[config.mk]
export PLATFORM = sky130hd
export DESIGN_NAME = uart_parity_engine
export DESIGN_NICKNAME = d
export VERILOG_FILES = /design/src/rtl/uart_parity_engine.sv
export SDC_FILE = /design/constraint.sdc
export NUM_CORES = 1
export LEC_CHECK = 0
export ABC_CLOCK_PERIOD_IN_PS = 1700
export CAP_MARGIN = 10
export CORE_UTILIZATION = 43
export DETAILED_ROUTE_END_ITERATION = 7
export PLACE_DENSITY = 0.75
export SLEW_MARGIN = 10
export SYNTH_ARGS = -nofsm -noshare
export SYNTH_HDL_FRONTEND = slang
export SYNTH_SLANG_ARGS = --single-unit
[constraint.sdc]
create_clock -name clk -period 1.7 [get_ports clk]
set_clock_uncertainty 0.15 [all_clocks]
set_input_delay 0.34 -clock clk [delete_from_list [all_inputs] [get_ports clk]]
set_output_delay 0.34 -clock clk [all_outputs]
set_load 0.01 [all_outputs]
[src/rtl/uart_parity_engine.sv]
// UART parity engine: registered TX parity generator plus a bit-serial RX
// parity checker. Both paths share the configuration inputs but run
// independently and may be active in the same cycle.
//
// Strobe semantics: tx_load, rx_start, rx_bit_valid and rx_par_valid are
// single-cycle qualifiers sampled on the rising clk edge. There is no ready
// or back-pressure. A strobe is consumed in the cycle it is high or ignored
// when the RX FSM is not in the state that uses it. rx_start always wins over
// a coinciding data or parity strobe.
module uart_parity_engine #(
  parameter int MAX_WIDTH = 8,
  localparam int LW = $clog2(MAX_WIDTH + 1)
) (
  input  logic                 clk,
  input  logic                 rst,
  input  logic [1:0]           cfg_par_type,
  input  logic                 cfg_par_en,
  input  logic [LW-1:0]        cfg_data_len,
  input  logic                 tx_load,
  input  logic [MAX_WIDTH-1:0] tx_data,
  output logic                 tx_parity,
  input  logic                 rx_start,
  input  logic                 rx_bit_valid,
  input  logic                 rx_bit,
  input  logic                 rx_par_valid,
  input  logic                 rx_par_bit,
  output logic                 rx_busy,
  output logic                 par_err_valid,
  output logic                 par_err,
  output logic [1:0]           rx_state
);

  typedef enum logic [1:0] {
    IDLE     = 2'd0,
    ACCUM    = 2'd1,
    WAIT_PAR = 2'd2
  } state_t;

  state_t        state;
  state_t        state_next;
  logic [LW-1:0] eff_len;
  logic          tx_xor;
  logic          rx_acc;
  logic [LW-1:0] bit_cnt;
  logic [LW-1:0] lat_len;
  logic [1:0]    lat_type;
  logic          lat_en;
  logic          last_bit;

  // Map a raw XOR of the data bits onto the selected parity mode.
  function automatic logic apply_type(input logic x, input logic [1:0] ptype);
    logic r;
    case (ptype)
      2'b00:   r = x;
      2'b01:   r = ~x;
      2'b10:   r = 1'b1;
      default: r = 1'b0;
    endcase
    return r;
  endfunction

  // Clamp the configured frame length into the supported range.
  always_comb begin
    eff_len = cfg_data_len;
    if (cfg_data_len < LW'(5)) begin
      eff_len = LW'(5);
    end else if (cfg_data_len > LW'(MAX_WIDTH)) begin
      eff_len = LW'(MAX_WIDTH);
    end
  end

  // XOR of the TX data bits below the effective length; upper bits are masked.
  always_comb begin
    tx_xor = 1'b0;
    for (int i = 0; i < MAX_WIDTH; i++) begin
      if (i < int'(eff_len)) begin
        tx_xor = tx_xor ^ tx_data[i];
      end
    end
  end

  // TX parity register: only a load changes it, config changes alone do not.
  always_ff @(posedge clk or negedge rst) begin
    if (!rst) begin
      tx_parity <= 1'b0;
    end else if (tx_load) begin
      tx_parity <= apply_type(tx_xor, cfg_par_type);
    end
  end

  // The data bit being accepted this cycle completes the frame.
  assign last_bit = ((bit_cnt + LW'(1)) == lat_len);

  // RX FSM state register.
  always_ff @(posedge clk or negedge rst) begin
    if (!rst) begin
      state <= IDLE;
    end else begin
      state <= state_next;
    end
  end

  // RX FSM next-state logic; rx_start restarts from any state.
  always_comb begin
    state_next = state;
    if (rx_start) begin
      state_next = ACCUM;
    end else begin
      case (state)
        ACCUM: begin
          if (rx_bit_valid && last_bit) begin
            state_next = lat_en ? WAIT_PAR : IDLE;
          end
        end
        WAIT_PAR: begin
          if (rx_par_valid) begin
            state_next = IDLE;
          end
        end
        default: state_next = IDLE;
      endcase
    end
  end

  // RX FSM outputs decoded from the current state.
  always_comb begin
    rx_busy  = (state != IDLE);
    rx_state = state;
  end

  // RX datapath: accumulator, bit counter, latched frame config and result.
  always_ff @(posedge clk or negedge rst) begin
    if (!rst) begin
      rx_acc        <= 1'b0;
      bit_cnt       <= '0;
      lat_len       <= '0;
      lat_type      <= 2'b00;
      lat_en        <= 1'b0;
      par_err       <= 1'b0;
      par_err_valid <= 1'b0;
    end else begin
      par_err_valid <= 1'b0;
      if (rx_start) begin
        rx_acc   <= 1'b0;
        bit_cnt  <= '0;
        lat_len  <= eff_len;
        lat_type <= cfg_par_type;
        lat_en   <= cfg_par_en;
        par_err  <= 1'b0;
      end else begin
        case (state)
          ACCUM: begin
            if (rx_bit_valid) begin
              rx_acc  <= rx_acc ^ rx_bit;
              bit_cnt <= bit_cnt + LW'(1);
              if (last_bit && !lat_en) begin
                par_err_valid <= 1'b1;
                par_err       <= 1'b0;
              end
            end
          end
          WAIT_PAR: begin
            if (rx_par_valid) begin
              par_err_valid <= 1'b1;
              par_err       <= (rx_par_bit != apply_type(rx_acc, lat_type));
            end
          end
          default: ;
        endcase
      end
    end
  end

endmodule

==> reports/qor.yml, run 1 <==
outcome: "finished with violations"
violations: "negative setup slack"
endpoint_kind: "flip-flop"
drt_first_iter_violations: 13
p_leak_nw: 0.810
grt_usage: 0.200
fin_ws_ps: -60.3
worst-slew-pin-transition_ps: 299
max_freq_mhz: 568
yosys.area.top_type: "dfrtp_1"
synth_edf_count: 0
power_mw: 1.28
dp_hpwl_mm: 1.88
cts_buffer_depth: 2
synth_ff_type: "dfrtp_1"
clkSinkCount: 17
syn-num-nets: 130
synthToLayoutAreaGrowth_pct: 54.0
finalSetupViolations: 3
synth-async-reset-ratio: 1.00
pin_count: 29
clk_pin_slew_ps: 100
multiInputGateArea_sq_um: 736
grt_pass1_wl_mm: 4.02
wl_mm: 2.53
cts_buffers: 3
crit_buf_inv: 0
place_inst: 175
whs_ps: 229
clk_latency_ps: 280
syn_inst: 103
worstPathMaxFanout: 4
first_global_vias: 916
start_util: 0.474
die-width_um: 52.6
crit_family: "flip-flops"
drtPass1Iterations: 4
routedWlPerCell_um: 13.8
ys_warn_count: 0
synth_top_cell_area_share: 0.387
ys_types: 38
r2r_cells: 5
fin_crit_sh: 1.04
rsz0062_at_grt: "yes"
gp_congestion: 0.765
cts_tree: "built"
nets: 183
die_h_um: 52.6
drv_slew: 0
final_antenna_net_count: 0
vias: 936
synth_seq_area_share: 0.387
r2r_setup_slack_ps: -60
grt_max_degree: 18
cp_cell_sequence: "ha_4 -> xnor2_4 -> nand4_4 -> o21ai_2 -> mux2_4"
coreArea_sq_mm: 0.00232
p_per_area_mw_per_mm2: 755
peakVddDrop_mv: 0.558
worstPathRequired_ps: 1730
cp.arrival_ps: 1790
worst-setup-path-type: "reg2reg"
min_period_ps: 1760
numPortBuffers: 28
syn_avg_cell_area_sq_um: 10.7
r2r-start: "bit_cnt[0]$_DFFE_PN0P_"
critPathLaunchType: "flip-flop"
die_area_sq_mm: 0.00276
cp.depth: 5
final_hold_viol_count: 0
h-tree-depth: 1
ys_ff_latch: 17
antennaDiodeCount: 0
avgViaCountPerCell: 5.11
overflow: 0
drive_gt1_frac: 0.374
critPathMaxStageDelay_ps: 460
drc: 0
synthTopCellsByArea: "dfrtp_1 (39%), mux2_2 (6.1%), xnor2_1 (4.8%)"
syn_area_sq_mm: 0.00110
reg2reg_to: "par_err$_DFFE_PN0P_"
crit_start: "bit_cnt[0]$_DFFE_PN0P_"
hold_path_class: "in2async"
crit_slowest_cell: "dfrtp_2"
fp-row-count: 17
antenna_found_initial: 0
clk_root_buffer_cell: "clkbuf_4"
fin_cells: 183
cap_violations: 0
slew-limit-headroom: 0.800
register_area_sq_um: 427
dp_slack_ps: -545
fillers: 175
==> sequential cells by signal, indices dropped and copies added (netlist names) <==
register / cells
bit_cnt: 4
lat_len: 4
lat_type: 2
rx_state: 2
lat_en: 1
par_err: 1
par_err_valid: 1
rx_acc: 1
tx_parity: 1
==> how the worst max path moves through the flow <==
stage,endpoint,slack [ps]
after global routing,par_err$_DFFE_PN0P_,-110
after global placement,tx_parity$_DFFE_PN0P_,-460
after CTS,par_err$_DFFE_PN0P_,-100
final,par_err$_DFFE_PN0P_,-60
after detailed placement,tx_parity$_DFFE_PN0P_,-540
after floorplan,par_err$_DFFE_PN0P_,-20
==> cell type report <==
| class | count | area share |
|---|---|---|
| Multi-Input combinational cell | 76 | 0.434 |
| Timing Repair Buffer | 51 | 0.262 |
| Sequential cell | 17 | 0.252 |
| Tap cell | 28 | 0.0207 |
| Clock buffer | 4 | 0.0155 |
| Inverter | 7 | 0.0155 |
==> kinds of logic (layout without fill, tap and decap cells) <==
group | after synthesis | after routing | share of synthesized area
flip-flops | 17 | 17 | 0.387
AND/OR/NAND/NOR | 31 | 31 | 0.165
AO/OA/AOI/OAI | 18 | 18 | 0.117
XOR/XNOR | 15 | 15 | 0.170
buffers and inverters | 10 | 62 | 0.0353
adder cells (fa/ha/maj) | 4 | 4 | 0.0455
multiplexers | 8 | 8 | 0.0808
==> power by group <==
part | total (mW) | switching, mW | internal, mW
combinational | 0.568 | 0.249 | 0.320
clock | 0.217 | 0.126 | 0.0910
sequential | 0.495 | 0.0446 | 0.450
==> what timing repair did <==
item                       CTS  global route
pin swaps                   13             7
setup endpoints to repair    8             8
hold buffers                 0             0
gates cloned                 0             0
resized for setup           25            13
setup buffers                2             2
hold endpoints to repair     0             0
==> cell usage in the layout, fill, tap and decap left out, types with 2 or more instances in the layout <==
master	netlist	routed
dlymetal6s2s_1	0	3
o21ai_2	0	2
nand3_1	5	5
o21ai_0	3	2
xnor2_4	1	2
ha_2	0	2
buf_4	0	23
nand3b_1	3	3
xnor2_2	1	3
nor2_1	5	5
or3_1	3	3
and3b_2	0	2
clkbuf_4	0	3
xor2_2	0	2
a21oi_1	3	2
dlygate4sd2_1	0	9
nand2_1	7	6
a31oi_1	3	3
clkdlybuf4s15_1	0	2
inv_2	0	2
clkdlybuf4s50_1	0	13
mux2_2	6	6
xnor2_1	6	3
xor2_1	5	3
inv_1	7	5
dfrtp_1	17	16
==> synthesized netlist by cell type, types with 2 or more instances <==
master     n
nor2_1     5
nand3_1    5
nand3b_1   3
clkbuf_1   2
o21ai_0    3
a31oi_1    3
xor2_1     5
ha_1       4
nand2_1    7
a21oi_1    3
or3_1      3
and3b_1    2
xnor2_1    6
mux2_2     6
inv_1      7
dfrtp_1   17
==> metal layers <==
layer / vias up / share of wire / GRT usage / wire, um
met4: 0 / 0.015 / 0.0395 / 37
met2: 24 / 0.49 / 0.344 / 1240
met1: 441 / 0.45 / 0.263 / 1150
met3: 4 / 0.040 / 0.0348 / 100
met5: - / 0 / 0 / 0
li1: 467 / - / - / -
==> metrics by stage <==
step | util | area [sq um] | TNS, ps
2_1_floorplan | - | 1130 | -24.1
3_3_place_gp | 0.676 | 1570 | -1160
3_5_place_dp | 0.676 | 1570 | -1420
4_1_cts | 0.711 | 1650 | -199
5_1_grt | 0.731 | 1690 | -329
6_report | 0.731 | 1690 | -94.1
(Power assumes the default switching activity.)
==> run 2, diff against run 1 <==
Settings changed: TNS_END_PERCENT from default to 30.
==> run 2 against run 1 <==
Effect of this change:
- the flow still finishes with violations (negative setup slack)
- sequential power about the same
- setup slack about the same
- non-clock buffer count decreased by 2
- largest power group unchanged
- highest routed layer unchanged
- die area unchanged
- global-route usage unchanged
- sequential share of layout area increased by 0.28 points
- clock-buffer cell count unchanged
- maximum frequency about the same
==> reports/qor.yml, run 2 (synthesis results as in run 1) <==
violations: "negative setup slack"
cts_tree: "built"
grt_max_degree: 18
synthToLayoutAreaGrowth_pct: 52.3
overflow: 0
crit_slowest_cell: "dfrtp_2"
nets: 181
drtPass1Iterations: 4
cts_buffers: 3
endpoint_kind: "flip-flop"
fin_ws_ps: -60.0
worst-slew-pin-transition_ps: 302
drc: 0
max_freq_mhz: 568
peakVddDrop_mv: 0.558
worst-setup-path-type: "reg2reg"
die_area_sq_mm: 0.00276
cts_buffer_depth: 2
mostFrequentLayoutCells: "buf_4 (21), dfrtp_1 (16), clkdlybuf4s50_1 (14), dlygate4sd2_1 (9)"
clk_pin_slew_ps: 100
gp_congestion: 0.765
fin_crit_sh: 1.04
worstPathRequired_ps: 1730
dp_slack_ps: -545
clkSinkCount: 17
fillers: 175
cap_violations: 0
routedWlPerCell_um: 13.9
reg.largest.list: "bit_cnt x4, lat_len x4"
antennaDiodeCount: 0
drt_first_iter_violations: 13
vias: 925
coreArea_sq_mm: 0.00232
min_period_ps: 1760
cp.arrival_ps: 1790
first_global_vias: 916
fp-row-count: 17
critPathMaxStageDelay_ps: 460
die-width_um: 52.6
avgViaCountPerCell: 5.11
pin_count: 29
drive_gt1_frac: 0.359
wl_mm: 2.51
start_util: 0.474
hold_path_class: "in2async"
p_leak_nw: 0.791
final_antenna_net_count: 0
h-tree-depth: 1
rsz0062_at_grt: "yes"
critPathLaunchType: "flip-flop"
worstPathMaxFanout: 4
clk_latency_ps: 280
numPortBuffers: 28
clk_root_buffer_cell: "clkbuf_4"
grt_usage: 0.200
p_per_area_mw_per_mm2: 758
dp_hpwl_mm: 1.88
finalSetupViolations: 2
outcome: "finished with violations"
slew-limit-headroom: 0.798
final_core_util: 0.723
antenna_found_initial: 0
cp_cell_sequence: "ha_4 -> xnor2_4 -> nand4_4 -> o21ai_2 -> mux2_4"
final_hold_viol_count: 0
layout_commonest_cell: "buf_4"
drv_slew: 0
die_h_um: 52.6
grt_pass1_wl_mm: 4.02
## run 2: changes by cell type in the layout (fill, tap and decap cells not counted)
cell,delta
clkdlybuf4s50_1,+1
dlymetal6s2s_1,-1
and3b_1,+1
buf_4,-2
and3b_2,-1
## run 2: per-stage QoR
step	hold WS (ps)	cell area [sq um]	power (mW)	std cells	setup TNS, ps
floorplan	-106	1130	0.762	103	-24.1
global placement	336	1570	0.962	175	-1160
detailed placement	331	1570	0.977	175	-1420
CTS	227	1650	1.25	181	-199
global route	242	1680	1.34	181	-339
finish	229	1680	1.27	181	-90.5
## run 2: worst max-delay path, delay by kind of cell (launching register included)
kind                       cells  cell delay (ps)
adders and majority gates      1              310
AOI/OAI and AO/OA              1              170
and+or+nand+nor                1              130
DFF                            1              460
muxes                          1              310
xor gates and xnor gates       1              120
## run 2: what timing repair did
action / in CTS / in global routing
resized for setup: 25 / 11
hold buffers: 0 / 0
pin swaps: 13 / 4
buffers inserted: 2 / 0
endpoints found under the setup margin: 8 / 8
## run 2: final cells by class
| class | count | area [sq um] | area share |
|---|---|---|---|
| inverters | 7 | 26.3 | 0.0157 |
| clock buffers | 4 | 26.3 | 0.0157 |
| well taps | 28 | 35.0 | 0.0209 |
| repair buffers | 49 | 427 | 0.255 |
| multi-input cells | 76 | 734 | 0.438 |
| flip-flops and latches | 17 | 427 | 0.255 |
## run 2: routing by layer
metal | global-route usage | share of wire
met5 | 0 | 0
met3 | 0.0348 | 0.043
met1 | 0.263 | 0.45
met4 | 0.0395 | 0.015
met2 | 0.344 | 0.49
## run 2: power by group
| group | internal, mW | total [mW] | switching (mW) |
|---|---|---|---|
| Clock | 0.0910 | 0.216 | 0.125 |
| Combinational | 0.312 | 0.559 | 0.247 |
| Sequential | 0.450 | 0.494 | 0.0443 |
| Total | 0.853 | 1.27 | 0.416 |
## run 2: path summary, 6_finish.rpt
path                                             start                     end  slack [ps]  cells after the start
worst max register to register  bit_cnt[0]$_DFFE_PN0P_     par_err$_DFFE_PN0P_         -60                      5
worst min-delay path                               rst  lat_len[1]$_DFFE_PN0P_         230                      2
min in group clk                   par_err$_DFFE_PN0P_     par_err$_DFFE_PN0P_         380                      1
max in group asynchronous                          rst  bit_cnt[0]$_DFFE_PN0P_         970                      2
worst max-delay path            bit_cnt[0]$_DFFE_PN0P_     par_err$_DFFE_PN0P_         -60                      5
worst min register to register     par_err$_DFFE_PN0P_     par_err$_DFFE_PN0P_         380                      1
